$ cat src/rtl/i2s_dac_tx_if.sv
// Sample/control and codec-side signals of the I2S DAC transmitter.
// The master drives samples and controls; the slave (transmitter) drives the codec pins and status.
interface i2s_dac_tx_if;
    logic [31:0] sample_in;
    logic        sample_valid;
    logic        mute;
    logic        clear_flags;
    logic        bclk;
    logic        daclrck;
    logic        dacdat;
    logic        sample_req;
    logic        underrun;
    logic        overrun;

    modport master (
        output sample_in, sample_valid, mute, clear_flags,
        input  bclk, daclrck, dacdat, sample_req, underrun, overrun
    );

    modport slave (
        input  sample_in, sample_valid, mute, clear_flags,
        output bclk, daclrck, dacdat, sample_req, underrun, overrun
    );
endinterface

$ cat src/rtl/i2s_dac_tx.sv
// I2S transmitter: serialises a 32-bit {left, right} frame with a one-bit delay, using a
// single-entry pending register fed by a strobe. Underrun and overrun are sticky flags.
module i2s_dac_tx #(
    parameter int unsigned BCLK_DIV = 16
) (
    input  logic          clk_i,
    input  logic          reset_i,
    i2s_dac_tx_if.slave   bus
);
    localparam int unsigned DivW = (BCLK_DIV > 1) ? $clog2(BCLK_DIV) : 1;

    logic [DivW-1:0] div_q, div_d;
    logic            bclk_q, bclk_d;
    logic [4:0]      cnt_q, cnt_d;
    logic            lrck_q, lrck_d;
    logic            dat_q, dat_d;
    logic [31:0]     frame_q, frame_d;
    logic [31:0]     pend_q, pend_d;
    logic            full_q, full_d;
    logic            ur_q, ur_d;
    logic            or_q, or_d;

    logic            wrap, fall, load, set_ur, set_or;
    logic [31:0]     load_val;
    logic [4:0]      bit_idx;

    always_comb begin
        wrap   = (div_q == DivW'(BCLK_DIV - 1));
        fall   = wrap && bclk_q;
        load   = fall && (cnt_q == 5'd0);
        div_d  = wrap ? '0 : div_q + DivW'(1);
        bclk_d = bclk_q ^ wrap;
        cnt_d  = fall ? cnt_q + 5'd1 : cnt_q;

        // No pending sample means the previous frame is repeated.
        load_val = bus.mute ? 32'd0 : (full_q ? pend_q : frame_q);
        frame_d  = load ? load_val : frame_q;

        // Bit k of a word carries F[32-k]; k = 0 carries F[0] of the outgoing frame.
        bit_idx = 5'd0 - cnt_d;
        lrck_d  = fall ? cnt_d[4] : lrck_q;
        dat_d   = fall ? frame_d[bit_idx] : dat_q;

        // A load consumes the pending entry before a same-cycle strobe refills it.
        pend_d = pend_q;
        full_d = full_q && !load;
        if (bus.sample_valid) begin
            pend_d = bus.sample_in;
            full_d = 1'b1;
        end

        set_ur = load && !full_q;
        set_or = bus.sample_valid && full_q && !load;
        ur_d   = set_ur || (ur_q && !bus.clear_flags);
        or_d   = set_or || (or_q && !bus.clear_flags);
    end

    always_ff @(posedge clk_i or posedge reset_i) begin
        if (reset_i) begin
            div_q   <= '0;
            bclk_q  <= 1'b0;
            cnt_q   <= 5'd0;
            lrck_q  <= 1'b0;
            dat_q   <= 1'b0;
            frame_q <= 32'd0;
            pend_q  <= 32'd0;
            full_q  <= 1'b0;
            ur_q    <= 1'b0;
            or_q    <= 1'b0;
        end else begin
            div_q   <= div_d;
            bclk_q  <= bclk_d;
            cnt_q   <= cnt_d;
            lrck_q  <= lrck_d;
            dat_q   <= dat_d;
            frame_q <= frame_d;
            pend_q  <= pend_d;
            full_q  <= full_d;
            ur_q    <= ur_d;
            or_q    <= or_d;
        end
    end

    assign bus.bclk       = bclk_q;
    assign bus.daclrck    = lrck_q;
    assign bus.dacdat     = dat_q;
    assign bus.sample_req = load;
    assign bus.underrun   = ur_q;
    assign bus.overrun    = or_q;
endmodule

$ cat src/flat_wrapper.sv
// flat-port wrapper written by rule: the top's interface ports become plain ports
module i2s_dac_tx_flat 
#(
    parameter int unsigned BCLK_DIV = 16
)
  (clk_i, reset_i, bus_sample_in, bus_sample_valid, bus_mute, bus_clear_flags, bus_bclk, bus_daclrck, bus_dacdat, bus_sample_req, bus_underrun, bus_overrun);
  i2s_dac_tx_if bus_i ();
  input  logic clk_i;
  input  logic reset_i;
  input wire logic [$bits(bus_i.sample_in)-1:0] bus_sample_in;
  input wire logic [$bits(bus_i.sample_valid)-1:0] bus_sample_valid;
  input wire logic [$bits(bus_i.mute)-1:0] bus_mute;
  input wire logic [$bits(bus_i.clear_flags)-1:0] bus_clear_flags;
  output wire logic [$bits(bus_i.bclk)-1:0] bus_bclk;
  output wire logic [$bits(bus_i.daclrck)-1:0] bus_daclrck;
  output wire logic [$bits(bus_i.dacdat)-1:0] bus_dacdat;
  output wire logic [$bits(bus_i.sample_req)-1:0] bus_sample_req;
  output wire logic [$bits(bus_i.underrun)-1:0] bus_underrun;
  output wire logic [$bits(bus_i.overrun)-1:0] bus_overrun;
  assign bus_i.sample_in = bus_sample_in;
  assign bus_i.sample_valid = bus_sample_valid;
  assign bus_i.mute = bus_mute;
  assign bus_i.clear_flags = bus_clear_flags;
  assign bus_bclk = bus_i.bclk;
  assign bus_daclrck = bus_i.daclrck;
  assign bus_dacdat = bus_i.dacdat;
  assign bus_sample_req = bus_i.sample_req;
  assign bus_underrun = bus_i.underrun;
  assign bus_overrun = bus_i.overrun;
  i2s_dac_tx #(.BCLK_DIV(BCLK_DIV)) u_core (.clk_i(clk_i), .reset_i(reset_i), .bus(bus_i));
endmodule
$ cat config.mk
export PLATFORM = sky130hd
export DESIGN_NAME = i2s_dac_tx_flat
export DESIGN_NICKNAME = d
export VERILOG_FILES = /design/src/rtl/i2s_dac_tx_if.sv /design/src/rtl/i2s_dac_tx.sv /design/src/flat_wrapper.sv
export SDC_FILE = /design/constraint.sdc
export NUM_CORES = 1
export LEC_CHECK = 0
export ABC_AREA = 1
export CORE_ASPECT_RATIO = 1.1
export CORE_MARGIN = 1
export CORE_UTILIZATION = 59
export DETAILED_ROUTE_END_ITERATION = 7
export DONT_BUFFER_PORTS = 1
export GPL_ROUTABILITY_DRIVEN = 0
export HOLD_SLACK_MARGIN = 0.12
export MAX_ROUTING_LAYER = met4
export PLACE_DENSITY = 0.75
export SETUP_SLACK_MARGIN = 0.02
export SYNTH_ARGS = -nofsm -noshare
export SYNTH_HDL_FRONTEND = slang
export SYNTH_SLANG_ARGS = --single-unit
$ cat constraint.sdc
create_clock -name clk_i -period 8 [get_ports clk_i]
set_input_delay 0 -clock clk_i [delete_from_list [all_inputs] [get_ports clk_i]]
set_output_delay 0 -clock clk_i [all_outputs]
set_load 0.02 [all_outputs]
### Word-level counts from Yosys, hierarchy flattened

Index checks and enable logic that the tools add are counted.

| cells by class | value |
|---|---|
| add/sub/neg operators | 3 |
| bitwise operators | 1 |
| reduce and logical (&&, ||, !) cells | 14 |
| eq/ne operators | 1 |
| multiplexer cells | 8 |
| $lt $le $gt $ge | 1 |

Operators by type and width:

| operator | number |
|---|---|
| $mux W32 | 3 |
| $logic_and A1 B1 Y1 | 8 |
| $lt A5 B6 Y1 const B | 1 |
| $add A5 B1 Y5 const B | 1 |
| $bmux W1 S5 | 1 |
| $logic_not A5 Y1 | 1 |
| $mux W5 | 1 |
| $sub A1 B5 Y5 const A | 1 |
| $add A4 B1 Y4 const B | 1 |
| $eq A4 B4 Y1 const B | 1 |
| $mux W4 | 1 |
| $logic_not A1 Y1 | 3 |
| $logic_or A1 B1 Y1 | 2 |
| $mux W1 | 2 |
| $xor A1 B1 Y1 | 1 |

| word-level totals | value |
|---|---|
| output and inout bits | 6 |
| register bits | 79 |
| input port bits | 37 |

### Logic depth before layout (Yosys ltp)

Gate-level depths: netlist (run 1).

| depth | value |
|---|---|
| word-level depth | 6 |
| depth in mapped cells | 18 |

### Worst setup path before layout (run 1)

No wires, ideal clock.

| timing | value |
|---|---|
| kind | register to register |
| from | register u_core.div_q[0] |
| to | register u_core.dat_q, in the netlist u_core.bus.dacdat |
| setup time | 0.118 ns |
| arrival | 2.458 ns |
| period minus slack after synthesis | 2.576 ns |
| path slack | 5.424 ns |
| cell stages (with the launch flop) | 19 |
| buffers on the path | 2 |
| cell sequence | dfrtp_1 ha_1 nand2_1 nor2_1 ha_1 buf_4 inv_1 or2_2 o21ai_0 ha_1 clkbuf_1 inv_1 nand3_1 nand2_1 nand2_1 nand3_1 nand3_1 nand3_1 nand2_1 |

| between the ends | value |
|---|---|
| word-level cells in the longest chain between the ends | 6 |

RTL lines:

| what | RTL line | source |
|---|---|---|
| start, declared | i2s_dac_tx.sv:12 | `logic [DivW-1:0] div_q, div_d;` |
| start signal, assigned | i2s_dac_tx.sv:71 | `div_q <= div_d;` |
| $eq A4 B4 Y1 (*) | i2s_dac_tx.sv:28 | `wrap = (div_q == DivW'(BCLK_DIV - 1));` |
| $logic_and A1 B1 Y1 (*) | i2s_dac_tx.sv:29 | `fall = wrap && bclk_q;` |
| $mux W5 or $logic_and A1 B1 Y1 (tied branches) | i2s_dac_tx.sv:33, i2s_dac_tx.sv:30 |  |
| $sub A1 B5 Y5 or $mux W32 (tied branches) | i2s_dac_tx.sv:40, i2s_dac_tx.sv:37 |  |
| $bmux W1 S5 | i2s_dac_tx.sv:42 | `dat_d = fall ? frame_d[bit_idx] : dat_q;` |
| $mux W1 (implied by the code) | i2s_dac_tx.sv:42 |  |
| end signal, assigned | i2s_dac_tx.sv:75 | `dat_q <= dat_d;` |
| end, declared | i2s_dac_tx.sv:16 | `logic dat_q, dat_d;` |

Every way passes the cells marked *; elsewhere a longest branch is shown, timed or not. The select of a mux whose other input is x is not followed.
A chain may end at the register's enable or synchronous reset.

### Final worst setup path (run 1)

Ends and elaborated chain as after synthesis.

==> results of run 1 <==
[per-stage QoR]
step	power, W	instances	setup WS, ns	utilization [%]	hold slack [ns]
after floorplan	0.000501	566	5.42	-	0.0990
after global placement	0.000512	625	5.04	62.3	0.104
final	0.000784	682	4.95	70.8	0.301
after detailed placement	0.000514	625	5.02	62.3	0.111
after CTS	0.000785	682	4.97	70.8	0.296
after global routing	0.000819	682	4.55	70.8	0.306
[final timing paths]
path	start	to	cells after the start
setup / recovery	u_core.div_q[0]	u_core.bus.dacdat	16
hold / removal	bus_sample_in[5]	u_core.pend_q[5]	3
setup reg to reg	u_core.div_q[0]	u_core.bus.dacdat	16
hold reg to reg	u_core.div_q[3]	u_core.div_q[3]	1
max in group asynchronous	reset_i	u_core.frame_q[18]	3
min in group asynchronous	reset_i	u_core.pend_q[1]	3
[routing by layer]
| metal | track usage, % | up-vias |
|---|---|---|
| met5 | - | - |
| met4 | 13.4 | 0 |
| met3 | 6.06 | 24 |
| met2 | 45.9 | 94 |
| met1 | 34.5 | 1679 |
| li1 | - | 1798 |
[cells in the mapped netlist (2+ instances only)]
cell      instances
nor2_1            4
o21ai_0          40
and2_1           32
xor2_1            7
dfrtp_1          79
buf_2             6
ha_1              6
inv_1            85
clkbuf_1         14
or2_2             2
inv_2             2
o211ai_1          4
buf_4             5
nand2_1         193
nand3_1          80
[final cells by class]
cell class                      instances  area (µm²)
Clock inverter                          4        22.5
Timing Repair Buffer                   44         443
Tap cell                               82         103
Sequential cell                        79        1980
Inverter                               87         327
Multi-Input combinational cell        374        1770
Fill cell                             545        1970
Clock buffer                           12         135
[power breakdown]
| group | internal, W | switching [W] |
|---|---|---|
| combinational | 0.0000405 | 0.0000553 |
| sequential | 0.000424 | 0.00000878 |
| clock | 0.000111 | 0.000143 |
[worst max-delay path: cells and delay by family, from the launching register on]
family,cells,cell delay [ns]
adders and majority gates,2,0.53
DFF,1,0.37
and+or+nand+nor,14,2.07
[kinds of logic (layout without fill, tap and decap cells)]
logic type	after synthesis	count (layout)	synth area share, %
buf+inv	113	147	10.9
simple gates	314	314	32.7
fa+ha+maj	6	6	1.78
compound gates	46	46	5.83
flops	79	79	47.0
xor+xnor	8	8	1.84
[state kept, by name (all words and copies together) (netlist names)]
signal / flops
u_core.frame_q: 32
u_core.full_q: 1
u_core.bus.dacdat: 1
u_core.bus.bclk: 1
u_core.pend_q: 32
u_core.cnt_q: 5
u_core.bus.overrun: 1
u_core.bus.underrun: 1
u_core.div_q: 4
u_core.bus.daclrck: 1
[repair_timing]
action                                 4_1_cts  5_1_grt
endpoints found under the hold margin      116        0
gates resized for setup                      0        0
hold buffers                                41        0
==> results by group, run 1 <==
Yosys
  – Post-Syn Instances: 566
  – Area leader, netlist: dfrtp_1
  – Mean Syn Cell Area: 7.43 µm²
  – Number of synthesized flops with an enable pin: 0
  – Synth Cell Area: 4210 µm²
  – Share of the synthesized area in the top cell type: 47.0%
  – Seq cells post-synth: 79
  – Yosys cell types: 22
  – Top post-synthesis cells by area: dfrtp_1 47%, nand2_1 17%, nand3_1 9.5%
  – Primary FF master, synth: dfrtp_1
  – Syn_nets: 609
  – Sequential-to-total area share from yosys stat: 47.0%
  – Yosys warns: 0
  – Ys async rst share: 100%

Route
  – Remaining DRCs: 0
  – Met3 wire len: 412 µm
  – Starting DRC count in detailed routing: 285
  – WL/cell: 13.4 µm
  – TritonRoute pass-1 iters: 5
  – DR vias/cell: 5.27
  – Post-Route M1 WL: 3920 µm
  – Routed met2 length: 4580 µm
  – Final Routed Wirelength: 9140 µm
  – Top Layer Used: met4
  – Via total after detailed routing: 3595
  – Routed Antenna Nets: 0

Layout
  – Final Cell Area: 4780 µm²
  – Synth-to-layout area growth: 13.6%
  – Commonest non-fill, non-tap cells in the layout: 193 x nand2_1, 84 x inv_1, 80 x nand3_1, 79 x dfrtp_1
  – Share of cells above drive strength 1: 4.17%
  – Final nets: 638
  – Commonest non-fill, non-tap cell in the layout: nand2_1
  – # diodes: 0

STA
  – Final setup viols: 0
  – Worst slew pin tran: 1.17 ns
  – Setup TNS: 0 ns
  – Slew HR: 22.1%
  – RSZ-0062 raised after global routing: no
  – Fin crit share: 38.1%
  – Hold Vio Cnt, Final: 0
  – F_max: 328 MHz
  – Pins Over Slew Limit: 0
  – Worst Skew: 0.0141 ns
  – Fin crit period: 3.05 ns

Job
  – Max_cap viols: 0

Critical path
  – Crit Path Class: reg -> reg
  – Critical Path RT: 8.29 ns
  – Arr. time, crit path: 3.34 ns
  – Slowest stage delay, CP: 0.68 ns
  – Worst path cell trace: ha_1 > nand2_1 > nor2_1 > ha_1 > nand2_1 > nor2_1 > nand2_1 > nand2_1 > nand3_1 > nand2_1 > nand2_1 > nand3_1 > nand3_1 > nand3_1 > nand3_1 > nand2_1
  – Critical path endpoint category: flip-flop
  – Max stage delay cell, worst path: nand2_1
  – R2R Setup Slk: 4.95 ns
  – Crit start category: flip-flop
  – CP dominant cell by count: nand2_1
  – Largest fanout on the critical path: 33

Run status
  – Status: finished clean

GRT
  – Vias in the first global route: 3593
  – Initial antenna violation count: 0
  – Tot GR Track Use: 28.8%
  – Largest net degree at the start of global routing: 80
  – Grt total ovfl: 0
  – First-pass GRT wire length: 15800 µm

Clocking
  – Skew-Pair Late Insertion Delay: 0.36 ns
  – Num CTS Buffers: 9
  – CTS Sinks: 79
  – H-tree depth: 3
  – Clk slew on worst S/H paths: 0.08 ns
  – Clock Path Buffers: 2
  – Root buf cell: clkbuf_8
  – CTS tree: built
  – Postcts setup bufs: 0

Power and ir drop
  – Maximum vdd drop: 0.120 mV
  – Leak pwr: 2.50 nW
  – Cell area power density: 164 nW/µm²

Floorplan
  – Total Die Area: 7470 µm²
  – Core Area: 6750 µm²
  – Die W: 82.5 µm
  – IO Pins: 43
  – Starting Density: 62.3%
  – Die Height: 90.6 µm
  – # rows: 31

Place
  – Port Buf Inserts: 0
  – Dpl cell area: 4200 µm²
  – DP HPWL: 5670 µm

Hold path
  – HP Class: in -> reg
(Power assumes the default switching activity.)
==> run 2, diff against run 1 <==
--- a/config.mk
+++ b/config.mk
@@ -8,7 +8,7 @@
 export ABC_AREA = 1
 export CORE_ASPECT_RATIO = 1.1
 export CORE_MARGIN = 1
-export CORE_UTILIZATION = 59
+export CORE_UTILIZATION = 57
 export DETAILED_ROUTE_END_ITERATION = 7
 export DONT_BUFFER_PORTS = 1
 export GPL_ROUTABILITY_DRIVEN = 0
==> constraint.sdc (replaced) <==
create_clock -name clk_i -period 2.4 [get_ports clk_i]
set_input_delay 0 -clock clk_i [delete_from_list [all_inputs] [get_ports clk_i]]
set_output_delay 0 -clock clk_i [all_outputs]
set_load 0.02 [all_outputs]
==> run 2 against run 1 <==
The run now ends with DRC, setup timing left. Hold slack lost 0.12 ns. Design area grew 19%. Count of clock-buffer cells in the layout shrank 3. Setup slack lost 5.1 ns. Sequential cell count is the same. Cell count grew 9.4%. Combinational power grew to 4.1 times the previous value. Critical path depth grew 1. Routed wire length grew 26%. Sequential power grew to 3.3 times the previous value. Global-route usage grew 1.9 points. Largest power group unchanged. Highest routed layer unchanged.
==> results by group, run 2 (same netlist as run 1, synthesis figures left out) <==
Run status
  – Status: finished with violations
  – Failing checks: DRC, setup timing

Critical path
  – Critical Path RT: 2.70 ns
  – Worst path cell trace: ha_2 > nand2_2 > nor2_2 > buf_4 > buf_4 > ha_4 > xor2_4 > buf_12 > buf_8 > nand3_2 > nand2_1 > nand2_1 > nand3_2 > nand3_1 > nand3_2 > nand3_2 > nand2_2
  – Largest fanout on the critical path: 5
  – Arr. time, crit path: 2.84 ns
  – Critical path endpoint category: flip-flop
  – Slowest stage delay, CP: 0.40 ns
  – Worst path bufs/invs: 4
  – Max stage delay cell, worst path: dfrtp_1
  – R2R Setup Slk: -0.14 ns
  – Crit start category: flip-flop
  – CP top delay family: simple AND/OR/NAND/NOR gates
  – Crit Path Class: reg -> reg
  – CP dominant cell by count: nand3_2

GRT
  – Met1 Use GR: 35.0%
  – Largest net degree at the start of global routing: 66
  – Met3 usage: 6.30%
  – Tot GR Track Use: 30.7%
  – Layer with the highest usage: met2
  – Met2 GRT Util: 52.1%
  – Vias in the first global route: 4014
  – Initial antenna violation count: 0
  – Grt total ovfl: 0
  – First-pass GRT wire length: 18000 µm

Route
  – TritonRoute pass-1 iters: 8
  – Starting DRC count in detailed routing: 287
  – Routed Antenna Nets: 0
  – Remaining DRCs: 6
  – Via total after detailed routing: 4018
  – WL/cell: 15.4 µm
  – Final Routed Wirelength: 11500 µm
  – DR vias/cell: 5.39

STA
  – Fin crit share: 106%
  – Worst Skew: 0.0139 ns
  – Final setup viols: 1
  – RSZ-0062 raised after global routing: yes
  – F_max: 393 MHz
  – Hold Vio Cnt, Final: 0
  – Fin crit period: 2.54 ns
  – Worst setup margin: -0.143 ns
  – Final hold slack: 0.178 ns
  – Worst slew pin tran: 0.807 ns
  – Slew HR: 46.0%
  – Pins Over Slew Limit: 0

Clocking
  – CTS tree: built
  – CTS Sinks: 79
  – Root buf cell: clkbuf_8
  – Clk slew on worst S/H paths: 0.09 ns
  – H-tree depth: 3
  – Clock Path Buffers: 2
  – Skew-Pair Late Insertion Delay: 0.37 ns
  – Num CTS Buffers: 9

Layout
  – Synth-to-layout area growth: 34.9%
  – Top flop regs: u_core.frame_q: 32 flops, u_core.pend_q: 32 flops, u_core.cnt_q: 5 flops
  – Commonest non-fill, non-tap cell in the layout: nand2_1
  – # diodes: 0
  – Filler Cells Inserted: 446
  – Final nets: 699
  – Final Cell Area: 5680 µm²
  – Share of cells above drive strength 1: 13.0%
  – Commonest non-fill, non-tap cells in the layout: 187 x nand2_1, 83 x inv_1, 79 x dfrtp_1, 71 x dlygate4sd3_1, 70 x nand3_1

Floorplan
  – Total Die Area: 7730 µm²
  – IO Pins: 43
  – Core Area: 7090 µm²
  – Die Height: 92.1 µm
  – Starting Density: 59.4%
  – Die W: 83.9 µm
  – # rows: 32

Place
  – Dpl cell area: 4330 µm²
  – Port Buf Inserts: 0
  – DP HPWL: 5820 µm

Power and ir drop
  – Maximum vdd drop: 0.382 mV
  – Cell area power density: 500 nW/µm²
  – Leak pwr: 2.86 nW

Job
  – Max_cap viols: 0

Hold path
  – HP Class: in -> async
[run 2: cell count changes in the layout (fill, tap and decap cells not counted), moves of 3 or more]
cell and delta:
buf_12 +6, buf_4 +16, buf_6 +3, clkbuf_1 -3, dlygate4sd3_1 +31, ha_1 -4
nand2_1 -6, nand2_2 +5, nand3_1 -10, nand3_2 +9, o21ai_0 -3, xor2_1 -3
[run 2: stage by stage]
step	utilization [%]	std cells	power, W	worst slack [ns]	setup TNS, ns
global placement	61.1	637	0.00171	0.0584	0
CTS	76.4	735	0.00283	0.0214	0
finish	80.1	746	0.00284	-0.143	-0.143
floorplan	-	566	0.00167	0.0274	0
detailed placement	61.1	637	0.00172	-0.0666	-0.0666
global route	80.1	746	0.00295	-0.196	-0.196
[run 2: worst reg2reg max path, stage by stage, from the launching register on]
cell and delay (ns):
dfrtp_1 0.40, ha_2 0.21, nand2_2 0.08, nor2_2 0.04, buf_4 0.12, buf_4 0.14
ha_4 0.18, xor2_4 0.29, buf_12 0.16, buf_8 0.12, nand3_2 0.08, nand2_1 0.11
nand2_1 0.09, nand3_2 0.09, nand3_1 0.10, nand3_2 0.10, nand3_2 0.09, nand2_2 0.08
[run 2: path summary, 6_finish.rpt]
check,from,endpoint,cells after the start
worst min-delay path,reset_i,u_core.pend_q[7],3
min in group clk_i,bus_mute,u_core.frame_q[13],5
worst max register to register,u_core.div_q[0],u_core.bus.dacdat,17
max in group asynchronous,reset_i,u_core.bus.overrun,3
worst max-delay path,u_core.div_q[0],u_core.bus.dacdat,17
worst min register to register,u_core.div_q[3],u_core.div_q[3],1
[run 2: layout make-up]
type | instances | area (µm²) | share of cell area [%]
timing repair buffer | 104 | 1110 | 19.5
tap | 85 | 106 | 1.87
timing repair inverter | 1 | 6.26 | 0.110
sequential | 79 | 1980 | 34.8
clock buffer | 9 | 124 | 2.18
multi-input combinational | 374 | 1950 | 34.3
inverter | 87 | 334 | 5.89
clock inverter | 7 | 71.3 | 1.26
[run 2: per-layer routing]
layer | vias up | wire (µm)
met5 | - | 0
met3 | 44 | 680
li1 | 1927 | -
met4 | 0 | 442
met2 | 162 | 5910
met1 | 1885 | 4480
[run 2: where the power goes]
part | internal (W) | switching, W
clock network | 0.000480 | 0.000518
logic | 0.000186 | 0.000208
registers | 0.00141 | 0.0000305
[run 2: what timing repair did]
| item | in CTS | in global routing |
|---|---|---|
| gates cloned | 2 | 4 |
| hold buffers | 72 | 0 |
| endpoints found under the hold margin | 116 | 0 |
| setup endpoints to repair | 1 | 2 |
| buffers inserted | 8 | 9 |
| pin swaps | 3 | 23 |
| resized for setup | 12 | 42 |
==> run 3, diff against run 2 <==
--- a/config.mk
+++ b/config.mk
@@ -6,9 +6,8 @@
 export NUM_CORES = 1
 export LEC_CHECK = 0
 export ABC_AREA = 1
-export CORE_ASPECT_RATIO = 1.1
 export CORE_MARGIN = 1
-export CORE_UTILIZATION = 57
+export CORE_UTILIZATION = 59
 export DETAILED_ROUTE_END_ITERATION = 7
 export DONT_BUFFER_PORTS = 1
 export GPL_ROUTABILITY_DRIVEN = 0
==> constraint.sdc (replaced) <==
create_clock -name clk_i -period 2.7 [get_ports clk_i]
set_input_delay 0 -clock clk_i [delete_from_list [all_inputs] [get_ports clk_i]]
set_output_delay 0 -clock clk_i [all_outputs]
set_load 0.05 [all_outputs]
==> run 3 against run 2 <==
The run now ends clean. Global-route usage up 5.1 points. Register-to-register slack better by 0.40 ns. Hold slack better by 0.0087 ns. Via count up 3.0%. Cell count up 0.54%. Setup slack better by 0.40 ns. Sequential power down 11%. Die area down 3.3%.
==> results by group, run 3 (same netlist as run 1, synthesis figures left out) <==
Floorplan
  – Die Height: 86.5 µm
  – Starting Density: 61.6%
  – # rows: 30
  – IO Pins: 43
  – Total Die Area: 7470 µm²
  – Die W: 86.5 µm
  – Core Area: 6830 µm²

STA
  – Hold Vio Cnt, Final: 0
  – Fin crit period: 2.44 ns
  – Worst Skew: 0.0167 ns
  – Slew HR: 56.7%
  – Worst slew pin tran: 0.648 ns
  – Final setup viols: 0
  – RSZ-0062 raised after global routing: no
  – Pins Over Slew Limit: 0
  – Setup TNS: 0 ns
  – Fin crit share: 90.4%
  – F_max: 410 MHz

Layout
  – Filler Cells Inserted: 453
  – Synth-to-layout area growth: 28.8%
  – Final nets: 691
  – Core Util, Final: 79.3%
  – Commonest non-fill, non-tap cell in the layout: nand2_1
  – Share of cells above drive strength 1: 5.97%
  – Footprint of the multi-input gates: 1800 µm²
  – FF/Latch Area: 1980 µm²
  – Top flop regs: u_core.frame_q: 32 flops, u_core.pend_q: 32 flops, u_core.cnt_q: 5 flops
  – Commonest non-fill, non-tap cells in the layout: 193 x nand2_1, 84 x dlygate4sd3_1, 83 x inv_1, 80 x nand3_1, 79 x dfrtp_1

Clocking
  – Clk slew on worst S/H paths: 0.09 ns
  – Skew-Pair Late Insertion Delay: 0.36 ns
  – CTS Sinks: 79
  – Root buf cell: clkbuf_8
  – Num CTS Buffers: 9
  – H-tree depth: 3
  – Clock Path Buffers: 2
  – CTS tree: built

Critical path
  – CP top delay family: simple AND/OR/NAND/NOR gates
  – Worst path bufs/invs: 2
  – R2R Setup Slk: 0.26 ns
  – Slowest stage delay, CP: 0.37 ns
  – Critical Path RT: 2.95 ns
  – Crit Path Class: reg -> reg
  – Arr. time, crit path: 2.69 ns
  – Crit start category: flip-flop
  – Max stage delay cell, worst path: dfrtp_1
  – Largest fanout on the critical path: 35
  – Critical path endpoint category: flip-flop
  – CP dominant cell by count: nand3_1
  – Worst path cell trace: ha_1 > nand2_1 > nor2_1 > ha_1 > buf_4 > nand3_1 > nor2_4 > buf_12 > o21ai_0 > nand3_1 > nand2_1 > nand2_1 > nand3_1 > nand3_1 > nand3_1 > nand3_1 > nand2_1

Route
  – TritonRoute pass-1 iters: 6
  – Starting DRC count in detailed routing: 427
  – DR vias/cell: 5.52
  – Remaining DRCs: 0
  – Final Routed Wirelength: 11800 µm
  – Via total after detailed routing: 4137
  – WL/cell: 15.7 µm
  – Routed Antenna Nets: 0

GRT
  – Tot GR Track Use: 35.9%
  – First-pass GRT wire length: 19800 µm
  – Largest net degree at the start of global routing: 66
  – Grt total ovfl: 0
  – Vias in the first global route: 4388
  – Initial antenna violation count: 1

Run status
  – Status: finished clean

Place
  – Port Buf Inserts: 0
  – DP HPWL: 6120 µm

Power and ir drop
  – Leak pwr: 2.74 nW
  – Maximum vdd drop: 0.342 mV
  – Cell area power density: 489 nW/µm²

Job
  – Max_cap viols: 0

Hold path
  – HP Class: in -> async
[run 3: worst register-to-register path: stages (launching register included)]
cell and delay [ns]:
dfrtp_1 0.37, ha_1 0.18, nand2_1 0.07, nor2_1 0.16, ha_1 0.19, buf_4 0.15, nand3_1 0.13, nor2_4 0.12
buf_12 0.20, o21ai_0 0.17, nand3_1 0.10, nand2_1 0.09, nand2_1 0.09, nand3_1 0.07, nand3_1 0.07, nand3_1 0.06
nand3_1 0.07, nand2_1 0.05
[run 3: report_power, final]
| part | internal (W) | switching [W] | total (W) |
|---|---|---|---|
| sequential | 0.00126 | 0.0000333 | 0.00129 |
| clock | 0.000524 | 0.000457 | 0.000981 |
| combinational | 0.000180 | 0.000200 | 0.000380 |
[run 3: through the flow]
| stage | power, W | setup slack (ns) | hold slack, ns | area, µm² | cells |
|---|---|---|---|---|---|
| 2_1_floorplan | 0.00149 | 0.122 | 0.0990 | 4210 | 566 |
| 3_3_place_gp | 0.00153 | 0.155 | 0.00277 | 4320 | 648 |
| 3_5_place_dp | 0.00154 | 0.0565 | 0.0116 | 4320 | 648 |
| 4_1_cts | 0.00262 | 0.0585 | 0.212 | 5390 | 749 |
| 5_1_grt | 0.00276 | 0.0468 | 0.249 | 5420 | 750 |
| 6_report | 0.00265 | 0.259 | 0.187 | 5420 | 750 |
[run 3: area by class of cell]
cell class / count / share of cell area, %
flip-flops and latches: 79 / 36.5
inverters: 87 / 6.03
repair buffers: 97 / 18.0
multi-input cells: 374 / 33.3
diodes: 1 / 0.0462
clock inverters: 5 / 1.52
well taps: 96 / 2.22
clock buffers: 11 / 2.42
[run 3: worst paths after layout]
check / startpoint / end / depth (start not counted)
worst max-delay path: u_core.div_q[0] / u_core.bus.dacdat / 17
worst min-delay path: reset_i / u_core.pend_q[14] / 2
worst max register to register: u_core.div_q[0] / u_core.bus.dacdat / 17
worst min register to register: u_core.div_q[2] / u_core.div_q[2] / 1
max in group asynchronous: reset_i / u_core.pend_q[20] / 3
min in group clk_i: bus_mute / u_core.frame_q[11] / 5
[run 3: repair_timing]
item	in CTS	in global routing
hold endpoints to repair	67	0
hold buffers	85	0
buffers inserted	0	0
resized for setup	0	6
endpoints found under the setup margin	0	1
[run 3: layer usage]
layer  track usage [%]  share of wire (%)  vias to the layer above
li1                  -                  -                     1906
met1              39.2                 38                     1966
met2              59.7                 51                      192
met3              6.19                5.5                       73
met4              25.0                5.7                        0
met5                 -                  0                        -
